===== config.mk =====
export PLATFORM = sky130hd
export DESIGN_NAME = riscv_multicycle_control
export DESIGN_NICKNAME = d
export VERILOG_FILES = /design/src/rtl/riscv_multicycle_control.sv
export SDC_FILE = /design/constraint.sdc
export NUM_CORES = 1
export LEC_CHECK = 0
export ABC_AREA = 1
export CORE_ASPECT_RATIO = 0.5
export CORE_MARGIN = 8
export CORE_UTILIZATION = 35
export CTS_CLUSTER_SIZE = 12
export DETAILED_ROUTE_END_ITERATION = 8
export GPL_TIMING_DRIVEN = 0
export PLACE_DENSITY = 0.71
export SLEW_MARGIN = 20
export SYNTH_ARGS = -nofsm -noshare
export SYNTH_HDL_FRONTEND = slang
export SYNTH_SLANG_ARGS = --single-unit

===== constraint.sdc =====
create_clock -name clk -period 1.42 [get_ports clk]
set_input_delay 0.142 -clock clk [delete_from_list [all_inputs] [get_ports clk]]
set_output_delay 0.142 -clock clk [all_outputs]
set_load 0.005 [all_outputs]

===== src/rtl/riscv_multicycle_control.sv =====
// Multicycle RV32I control FSM: sequences fetch/decode/execute/memory/writeback
// and drives every datapath enable, select and the ALU operation.
module riscv_multicycle_control #(
  parameter int STATE_W = 4
) (
  input  logic               clk,
  input  logic               rst,
  input  logic [6:0]         opcode,
  input  logic [2:0]         funct3,
  input  logic               funct7b5,
  input  logic               zero,
  output logic               pc_write,
  output logic               pc_src,
  output logic               adr_src,
  output logic               ir_write,
  output logic               mem_write,
  output logic               reg_write,
  output logic [1:0]         result_src,
  output logic [1:0]         alu_src_a,
  output logic [1:0]         alu_src_b,
  output logic [2:0]         alu_control,
  output logic [1:0]         imm_src,
  output logic               illegal,
  output logic [STATE_W-1:0] state
);

  typedef enum logic [3:0] {
    S_FETCH    = 4'd0,
    S_DECODE   = 4'd1,
    S_MEMADR   = 4'd2,
    S_MEMREAD  = 4'd3,
    S_MEMWB    = 4'd4,
    S_MEMWRITE = 4'd5,
    S_EXECUTER = 4'd6,
    S_EXECUTEI = 4'd7,
    S_ALUWB    = 4'd8,
    S_JAL      = 4'd9,
    S_BEQ      = 4'd10
  } state_t;

  typedef struct packed {
    logic       pc_write;
    logic       pc_src;
    logic       adr_src;
    logic       ir_write;
    logic       mem_write;
    logic       reg_write;
    logic [1:0] result_src;
    logic [1:0] alu_src_a;
    logic [1:0] alu_src_b;
    logic [2:0] alu_op;
  } ctl_t;

  localparam logic [6:0] OP_LOAD  = 7'b0000011;
  localparam logic [6:0] OP_STORE = 7'b0100011;
  localparam logic [6:0] OP_R     = 7'b0110011;
  localparam logic [6:0] OP_I     = 7'b0010011;
  localparam logic [6:0] OP_JAL   = 7'b1101111;
  localparam logic [6:0] OP_BEQ   = 7'b1100011;

  localparam logic [2:0] ALU_ADD = 3'b000;
  localparam logic [2:0] ALU_SUB = 3'b001;
  localparam logic [2:0] ALU_AND = 3'b010;
  localparam logic [2:0] ALU_OR  = 3'b011;
  localparam logic [2:0] ALU_SLT = 3'b101;

  state_t r_state;
  state_t w_next;
  ctl_t   r_ctl;
  logic [2:0] w_alu_dec;
  logic       w_legal;

  // State-only outputs; computed for the state being entered so they register with it.
  function automatic ctl_t ctl_of(input state_t s);
    ctl_t c;
    c = '0;
    case (s)
      S_FETCH:    begin c.ir_write = 1'b1; c.alu_src_b = 2'b10; c.pc_write = 1'b1; end
      S_DECODE:   begin c.alu_src_a = 2'b01; c.alu_src_b = 2'b01; end
      S_MEMADR:   begin c.alu_src_a = 2'b10; c.alu_src_b = 2'b01; end
      S_MEMREAD:  c.adr_src = 1'b1;
      S_MEMWB:    begin c.result_src = 2'b01; c.reg_write = 1'b1; end
      S_MEMWRITE: begin c.adr_src = 1'b1; c.mem_write = 1'b1; end
      S_EXECUTER: c.alu_src_a = 2'b10;
      S_EXECUTEI: begin c.alu_src_a = 2'b10; c.alu_src_b = 2'b01; end
      S_ALUWB:    c.reg_write = 1'b1;
      S_JAL: begin
        c.result_src = 2'b10;
        c.reg_write  = 1'b1;
        c.pc_write   = 1'b1;
        c.pc_src     = 1'b1;
      end
      S_BEQ: begin c.alu_src_a = 2'b10; c.alu_op = ALU_SUB; c.pc_src = 1'b1; end
      default: c = '0;
    endcase
    return c;
  endfunction

  always_comb begin
    w_legal = (opcode == OP_LOAD) || (opcode == OP_STORE) || (opcode == OP_R) ||
              (opcode == OP_I) || (opcode == OP_JAL) || (opcode == OP_BEQ);
  end

  always_comb begin
    w_next = S_FETCH;
    case (r_state)
      S_FETCH: w_next = S_DECODE;
      S_DECODE: begin
        case (opcode)
          OP_LOAD, OP_STORE: w_next = S_MEMADR;
          OP_R:              w_next = S_EXECUTER;
          OP_I:              w_next = S_EXECUTEI;
          OP_JAL:            w_next = S_JAL;
          OP_BEQ:            w_next = S_BEQ;
          default:           w_next = S_FETCH;
        endcase
      end
      S_MEMADR:   w_next = (opcode == OP_LOAD) ? S_MEMREAD : S_MEMWRITE;
      S_MEMREAD:  w_next = S_MEMWB;
      S_EXECUTER: w_next = S_ALUWB;
      S_EXECUTEI: w_next = S_ALUWB;
      default:    w_next = S_FETCH;
    endcase
  end

  always_ff @(posedge clk or posedge rst) begin
    if (rst) begin
      r_state <= S_FETCH;
      r_ctl   <= ctl_of(S_FETCH);
    end else begin
      r_state <= w_next;
      r_ctl   <= ctl_of(w_next);
    end
  end

  // Only R-type may subtract on funct3=000; addi always adds.
  always_comb begin
    case (funct3)
      3'b000:  w_alu_dec = ((opcode == OP_R) && funct7b5) ? ALU_SUB : ALU_ADD;
      3'b010:  w_alu_dec = ALU_SLT;
      3'b110:  w_alu_dec = ALU_OR;
      3'b111:  w_alu_dec = ALU_AND;
      default: w_alu_dec = ALU_ADD;
    endcase
  end

  always_comb begin
    case (opcode)
      OP_STORE: imm_src = 2'b01;
      OP_BEQ:   imm_src = 2'b10;
      OP_JAL:   imm_src = 2'b11;
      default:  imm_src = 2'b00;
    endcase
  end

  assign alu_control = ((r_state == S_EXECUTER) || (r_state == S_EXECUTEI)) ?
                       w_alu_dec : r_ctl.alu_op;
  assign pc_write    = r_ctl.pc_write | ((r_state == S_BEQ) & zero);
  assign illegal     = (r_state == S_DECODE) & ~w_legal;
  assign pc_src      = r_ctl.pc_src;
  assign adr_src     = r_ctl.adr_src;
  assign ir_write    = r_ctl.ir_write;
  assign mem_write   = r_ctl.mem_write;
  assign reg_write   = r_ctl.reg_write;
  assign result_src  = r_ctl.result_src;
  assign alu_src_a   = r_ctl.alu_src_a;
  assign alu_src_b   = r_ctl.alu_src_b;
  assign state       = STATE_W'(r_state);

endmodule


==> results.sh, run 1 <==
export IMPL_grt_pass1_wl_mm=4.229
export IMPL_clk_latency_ps=250
export IMPL_path_buf_inv=4
export IMPL_clkTransAtPathRegs_ps=60
export IMPL_drt_iter0_drc=43
export IMPL_fin_util_pct=60.44
export IMPL_multi_input_area_sq_um=493.0
export IMPL_combPwrFrac_pct=43.1
export IMPL_synth_top_area_share_pct=36.22
export IMPL_h_tree_depth=1
export IMPL_final_cell_mix="clkdlybuf4s50_1, buf_4, inv_1"
export IMPL_syn_inst=113
export IMPL_vias=901
export IMPL_drv_cap=0
export IMPL_dieArea_sq_um=4803
export IMPL_holdWs_ps=265.0
export IMPL_drt_pass1_iterations=4
export IMPL_cts_hold_buffers=0
export IMPL_yosysTopAreaCell="dfrtp_1"
export IMPL_reg2reg_slack_ps=-150
export IMPL_route_detailed_drc=0
export IMPL_grt_max_degree=18
export IMPL_cts_path_max_buffers=2
export IMPL_num_antenna_cells=0
export IMPL_worstPathRequired_ps=1610
export IMPL_antenna_found_initial=0
export IMPL_cellInternalPower_uw=1196
export IMPL_area_delta_synth_final_pct=63.65
export IMPL_layout_drive_gt1_share_pct=49.09
export IMPL_critPathKind="reg -> reg"
export IMPL_final_nets=180
export IMPL_start_util_pct=36.93
export IMPL_synth_distinct_cells=22
export IMPL_hold_path_class="in -> async"
export IMPL_root_buffer="clkbuf_8"
export IMPL_rsz0062_at_grt="yes"
export IMPL_overflow=0
export IMPL_worst_pin_slew_ps=630.3
export IMPL_drv_slew=0
export IMPL_synth_avg_cell_area_sq_um=8.559
export IMPL_fin_crit_ps=1568
export IMPL_switching_share_pct=32.61
export IMPL_cts_tree="built"
export IMPL_cp_data_arrival_time_ps=1760
export IMPL_fin_crit_sh_pct=110.4
export IMPL_die_h_um=53.17
export IMPL_numCtsBuffers=3
export IMPL_slowest_delay_ps=420
export IMPL_dieWidth_um=90.34
export IMPL_ys_warn_count=0
export IMPL_final_common_cell="clkdlybuf4s50_1"
export IMPL_dp_hpwl_mm=1.851
export IMPL_violations="negative setup slack"
export IMPL_fp_row_count=13
export IMPL_mappedNetlistArea_sq_um=967.2
export IMPL_fin_tns_setup_ps=-692.1
export IMPL_synth_area_leaders="dfrtp_1, dfstp_2, nor2_4"
export IMPL_status="complete, but fails checks"
export IMPL_crit_fanout=4
export IMPL_drtAntennaViolNets=0
export IMPL_fmax_ghz=0.6376
export IMPL_synth_seq_cells=17
export IMPL_clkPwrFrac_pct=20.7
export IMPL_crit_slowest_cell="dfrtp_2"
export IMPL_place_ws_ps=-460.1
export IMPL_cts_sinks=17
export IMPL_vias_per_cell=4.460
export IMPL_grt_usage_pct=11.36
export IMPL_p_leak_uw=0.0008588
export IMPL_regArea_sq_um=431.7
export IMPL_fillCellCount=229
export IMPL_p_seq_share_pct=36.2
export IMPL_power_density_nw_per_um2=1121
export IMPL_irDropWorstVdd_mv=0.4743
export IMPL_end_kind="register"
export IMPL_gp_congestion=0.8595
export IMPL_cp_start_kind="register"
export IMPL_yosysSeqAreaShare_pct=44.37
export IMPL_layout_setup_ws_ps=-148.3
export IMPL_hold_violations=0
export IMPL_fin_skew_ps=0.5981
export IMPL_crit_path_cell_trace="buf_6, nor2_4, inv_4, buf_4, nor2_4, inv_2, nor2_2, nor2_2, nor2_1, nand2_1, nand2_1"
export IMPL_power_switching_uw=578.6
export IMPL_drt_total_wl_mm=2.751
export IMPL_io_pins=36
export IMPL_cp_top_family="simple AND/OR/NAND/NOR gates"
export IMPL_numPortBuffers=35
export IMPL_fp_coreArea_sq_um=2619
export IMPL_grt_pass1_vias=839
export IMPL_setup_viol=8
export IMPL_syn_num_nets=127
export IMPL_relSlewSlack_pct=57.93
export IMPL_wl_per_cell_um=13.62
-- power by group through the flow --
stage,sequential [uW],clock (uW),combinational (uW)
global placement,663,0,663
detailed placement,666,0,672
CTS,643,369,715
finish,642,366,765
global route,650,407,832
floorplan,661,0,347
-- through the flow --
| stage | power [uW] | cell area [sq um] | std cells |
|---|---|---|---|
| floorplan | 1008 | 967.2 | 113 |
| global placement | 1326 | 1364 | 185 |
| detailed placement | 1338 | 1364 | 185 |
| CTS | 1727 | 1509 | 199 |
| global route | 1889 | 1583 | 202 |
| finish | 1774 | 1583 | 202 |
-- cell usage after synthesis (all sizes together) --
| library cell | count |
|---|---|
| nor3 | 4 |
| nor2 | 20 |
| a21o | 1 |
| a21oi | 1 |
| inv | 23 |
| o21ai | 3 |
| nand3 | 8 |
| dfrtp | 14 |
| nor3b | 1 |
| o22a | 1 |
| nor4 | 1 |
| nand4 | 1 |
| buf | 6 |
| nand2 | 26 |
| dfstp | 3 |
-- cell type report --
cell class,count,area share [%]
well taps,37,2.925
plain buffers,6,2.846
multi-input cells,67,31.15
inverters,23,5.613
flip-flops and latches,17,27.27
clock buffers,4,2.846
repair buffers,48,27.35
-- what timing repair did --
action	in CTS	in global routing
gates resized for setup	34	26
endpoints found under the setup margin	8	17
setup buffers	10	3
pin swaps	4	13
-- state kept, by name (all words and copies together) (netlist names), 2 cells and up --
signal,cells
result_src,2
state,4
alu_src_a,2
r_ctl,2
alu_src_b,2
-- worst register-to-register path, delay by kind of cell (launching register included) --
family	cells	cell delay (ps)
DFF	1	420
buffers and inverters	4	390
and+or+nand+nor	7	700
-- routing by layer --
layer / track usage, % / part of all wire [%] / vias to the layer above
met1: 12.42 / 40 / 427
li1: - / - / 441
met2: 20.94 / 53 / 29
met5: 0 / 0 / -
met4: 4.905 / 0.98 / 0
met3: 3.239 / 5.3 / 4
-- worst paths after layout --
path | from | end | depth (start not counted)
max in group asynchronous | rst | state[1] | 2
worst min register to register | state[0] | alu_src_a[0] | 2
worst max register to register | state[2] | alu_src_b[0] | 11
worst min-delay path | rst | alu_src_a[0] | 2
worst max-delay path | state[2] | alu_src_b[0] | 11
min in group clk | opcode[3] | r_ctl[14] | 5
-- kinds of logic after synthesis --
group	share of synthesized area, %
buffers and inverters	13.84
AO/OA/AOI/OAI	3.751
AND/OR/NAND/NOR	38.03
flip-flops	44.37
No activity file was read; power rests on OpenSTA's default activity.
==> run 2: changes to the inputs <==
Settings changed: CTS_BUF_LIST from default to sky130_fd_sc_hd__clkbuf_16.
==> run 2 against run 1 <==
  * The run still ends with negative setup slack left
  * Combinational power fell by 2%
  * Flip-flop and latch count did not move
  * Clock power increased by 54%
  * Die area did not move
  * Largest power group unchanged
  * Highest routed layer unchanged
==> results.sh, run 2 (synthesized netlist as in run 1, its figures left out) <==
export IMPL_critPathKind="reg -> reg"
export IMPL_cp_start_kind="register"
export IMPL_grt_max_degree=18
export IMPL_cp_data_arrival_time_ps=1730
export IMPL_dp_hpwl_mm=1.851
export IMPL_rsz0062_at_grt="yes"
export IMPL_worst_pin_slew_ps=627.1
export IMPL_vias_per_cell=4.348
export IMPL_route_detailed_drc=0
export IMPL_num_antenna_cells=0
export IMPL_status="complete, but fails checks"
export IMPL_r2r_end="alu_src_b[0]"
export IMPL_grtUsageMet1_pct=12.92
export IMPL_fin_crit_ps=1541
export IMPL_switching_share_pct=30.13
export IMPL_numCtsBuffers=3
export IMPL_multi_input_area_sq_um=496.7
export IMPL_fp_coreArea_sq_um=2619
export IMPL_drt_pass1_iterations=4
export IMPL_hold_path_class="in -> async"
export IMPL_layout_setup_ws_ps=-121.1
export IMPL_crit_fanout=4
export IMPL_cts_tree="built"
export IMPL_drt_total_wl_mm=2.785
export IMPL_cts_sinks=17
export IMPL_reg2reg_slack_ps=-120
export IMPL_antenna_found_initial=0
export IMPL_grt_busiest_layer="met2"
export IMPL_clk_latency_ps=250
export IMPL_fin_area_sq_um=1668
export IMPL_largest_reg_flops=4
export IMPL_placed_area_sq_um=1364
export IMPL_reg2reg_depth=11
export IMPL_power_switching_uw=591.8
export IMPL_hold_violations=0
export IMPL_dieWidth_um=90.34
export IMPL_drt_iter0_drc=23
export IMPL_drv_slew=0
export IMPL_p_leak_uw=0.0008998
export IMPL_setup_viol=9
export IMPL_h_tree_depth=1
export IMPL_worstPathRequired_ps=1610
export IMPL_final_nets=185
export IMPL_drtAntennaViolNets=0
export IMPL_grtUsageMet2_pct=21.19
export IMPL_relSlewSlack_pct=58.15
export IMPL_vias=900
export IMPL_cellInternalPower_uw=1373
export IMPL_fin_crit_sh_pct=108.5
export IMPL_final_cell_mix="buf_4, clkdlybuf4s50_1, inv_1"
export IMPL_overflow=0
export IMPL_die_h_um=53.17
export IMPL_clkPwrFrac_pct=28.7
export IMPL_grt_util_met3_pct=3.380
export IMPL_fmax_ghz=0.6489
export IMPL_grt_pass1_wl_mm=4.340
export IMPL_cts_path_max_buffers=2
export IMPL_irDropWorstVdd_mv=0.5274
export IMPL_fp_row_count=13
export IMPL_grt_usage_pct=11.55
export IMPL_fillCellCount=208
export IMPL_start_util_pct=36.93
export IMPL_end_kind="register"
export IMPL_numPortBuffers=35
export IMPL_power_density_nw_per_um2=1178
export IMPL_p_seq_share_pct=33.1
export IMPL_total_power_uw=1964
export IMPL_gp_congestion=0.8595
export IMPL_area_delta_synth_final_pct=72.44
export IMPL_io_pins=36
export IMPL_combPwrFrac_pct=38.3
export IMPL_fin_skew_ps=0.7184
export IMPL_layout_drive_gt1_share_pct=50.59
export IMPL_wl_per_cell_um=13.45
export IMPL_violations="negative setup slack"
export IMPL_dieArea_sq_um=4803
export IMPL_drv_cap=0
export IMPL_root_buffer="clkbuf_16"
export IMPL_grt_pass1_vias=860
export IMPL_place_ws_ps=-460.1
export IMPL_clkTransAtPathRegs_ps=50
export IMPL_r2r_start="state[3]"
export IMPL_regArea_sq_um=432.9
run 2: changes by cell type in the layout (fill, tap and decap cells not counted), moves of 2 or more:
cell	previous run	this run
clkbuf_2	3	1
clkbuf_8	3	0
buf_4	17	19
clkbuf_16	0	3
buf_6	3	6
dlygate4sd2_1	5	3
buf_2	3	6
run 2: metrics by stage:
step           hold WS [ps]  instances  utilization, %  setup TNS [ps]
2_1_floorplan         65.88        113               -               0
3_3_place_gp          546.6        185           52.08           -2406
3_5_place_dp          559.7        185           52.08           -2488
4_1_cts               299.1        198           58.72          -661.0
5_1_grt               344.4        207           63.69           -1304
6_report              273.9        207           63.69          -718.8
run 2: worst max path at each step:
| stage | endpoint | start |
|---|---|---|
| final | alu_src_b[0] | state[3] |
| after global routing | alu_src_b[0] | state[3] |
| after CTS | alu_control[0] | opcode[1] |
| after detailed placement | alu_control[0] | opcode[1] |
| after global placement | alu_control[0] | opcode[1] |
| after floorplan | alu_src_b[0] | state[3] |
run 2: layer usage:
metal | wire, um | up-vias
li1 | - | 449
met4 | 24 | 0
met1 | 1121 | 422
met3 | 131 | 3
met2 | 1508 | 26
met5 | 0 | -
run 2: repair_timing:
| action | in CTS | in global routing |
|---|---|---|
| hold buffers | 0 | 0 |
| resized for setup | 30 | 38 |
| pin swaps | 4 | 16 |
| buffers inserted | 9 | 10 |
| endpoints found under the setup margin | 8 | 17 |
run 2: critical path: stages (launching register included):
cell and delay, ps:
dfrtp_1 410, buf_6 140, nor2_4 140, inv_4 60, buf_6 120, nor2_4 170, inv_2 50, nor2_2 100
nor2_2 60, nor2_1 100, nand2_1 60, nand2_1 60
run 2: area by class of cell:
type | count | area share, %
multi-input cells | 67 | 29.78
repair buffers | 53 | 28.73
flip-flops and latches | 17 | 25.96
inverters | 23 | 5.326
clock buffers | 3 | 4.501
well taps | 37 | 2.776
plain buffers | 6 | 2.701
clock inverters | 1 | 0.2251
run 2: power groups by stage:
stage                     Clock (uW)  Sequential [uW]  Combinational (uW)
final                            563              650                 752
after global routing             611              660                 818
after CTS                        568              647                 721
after detailed placement           0              666                 672
after global placement             0              663                 663
after floorplan                    0              661                 347
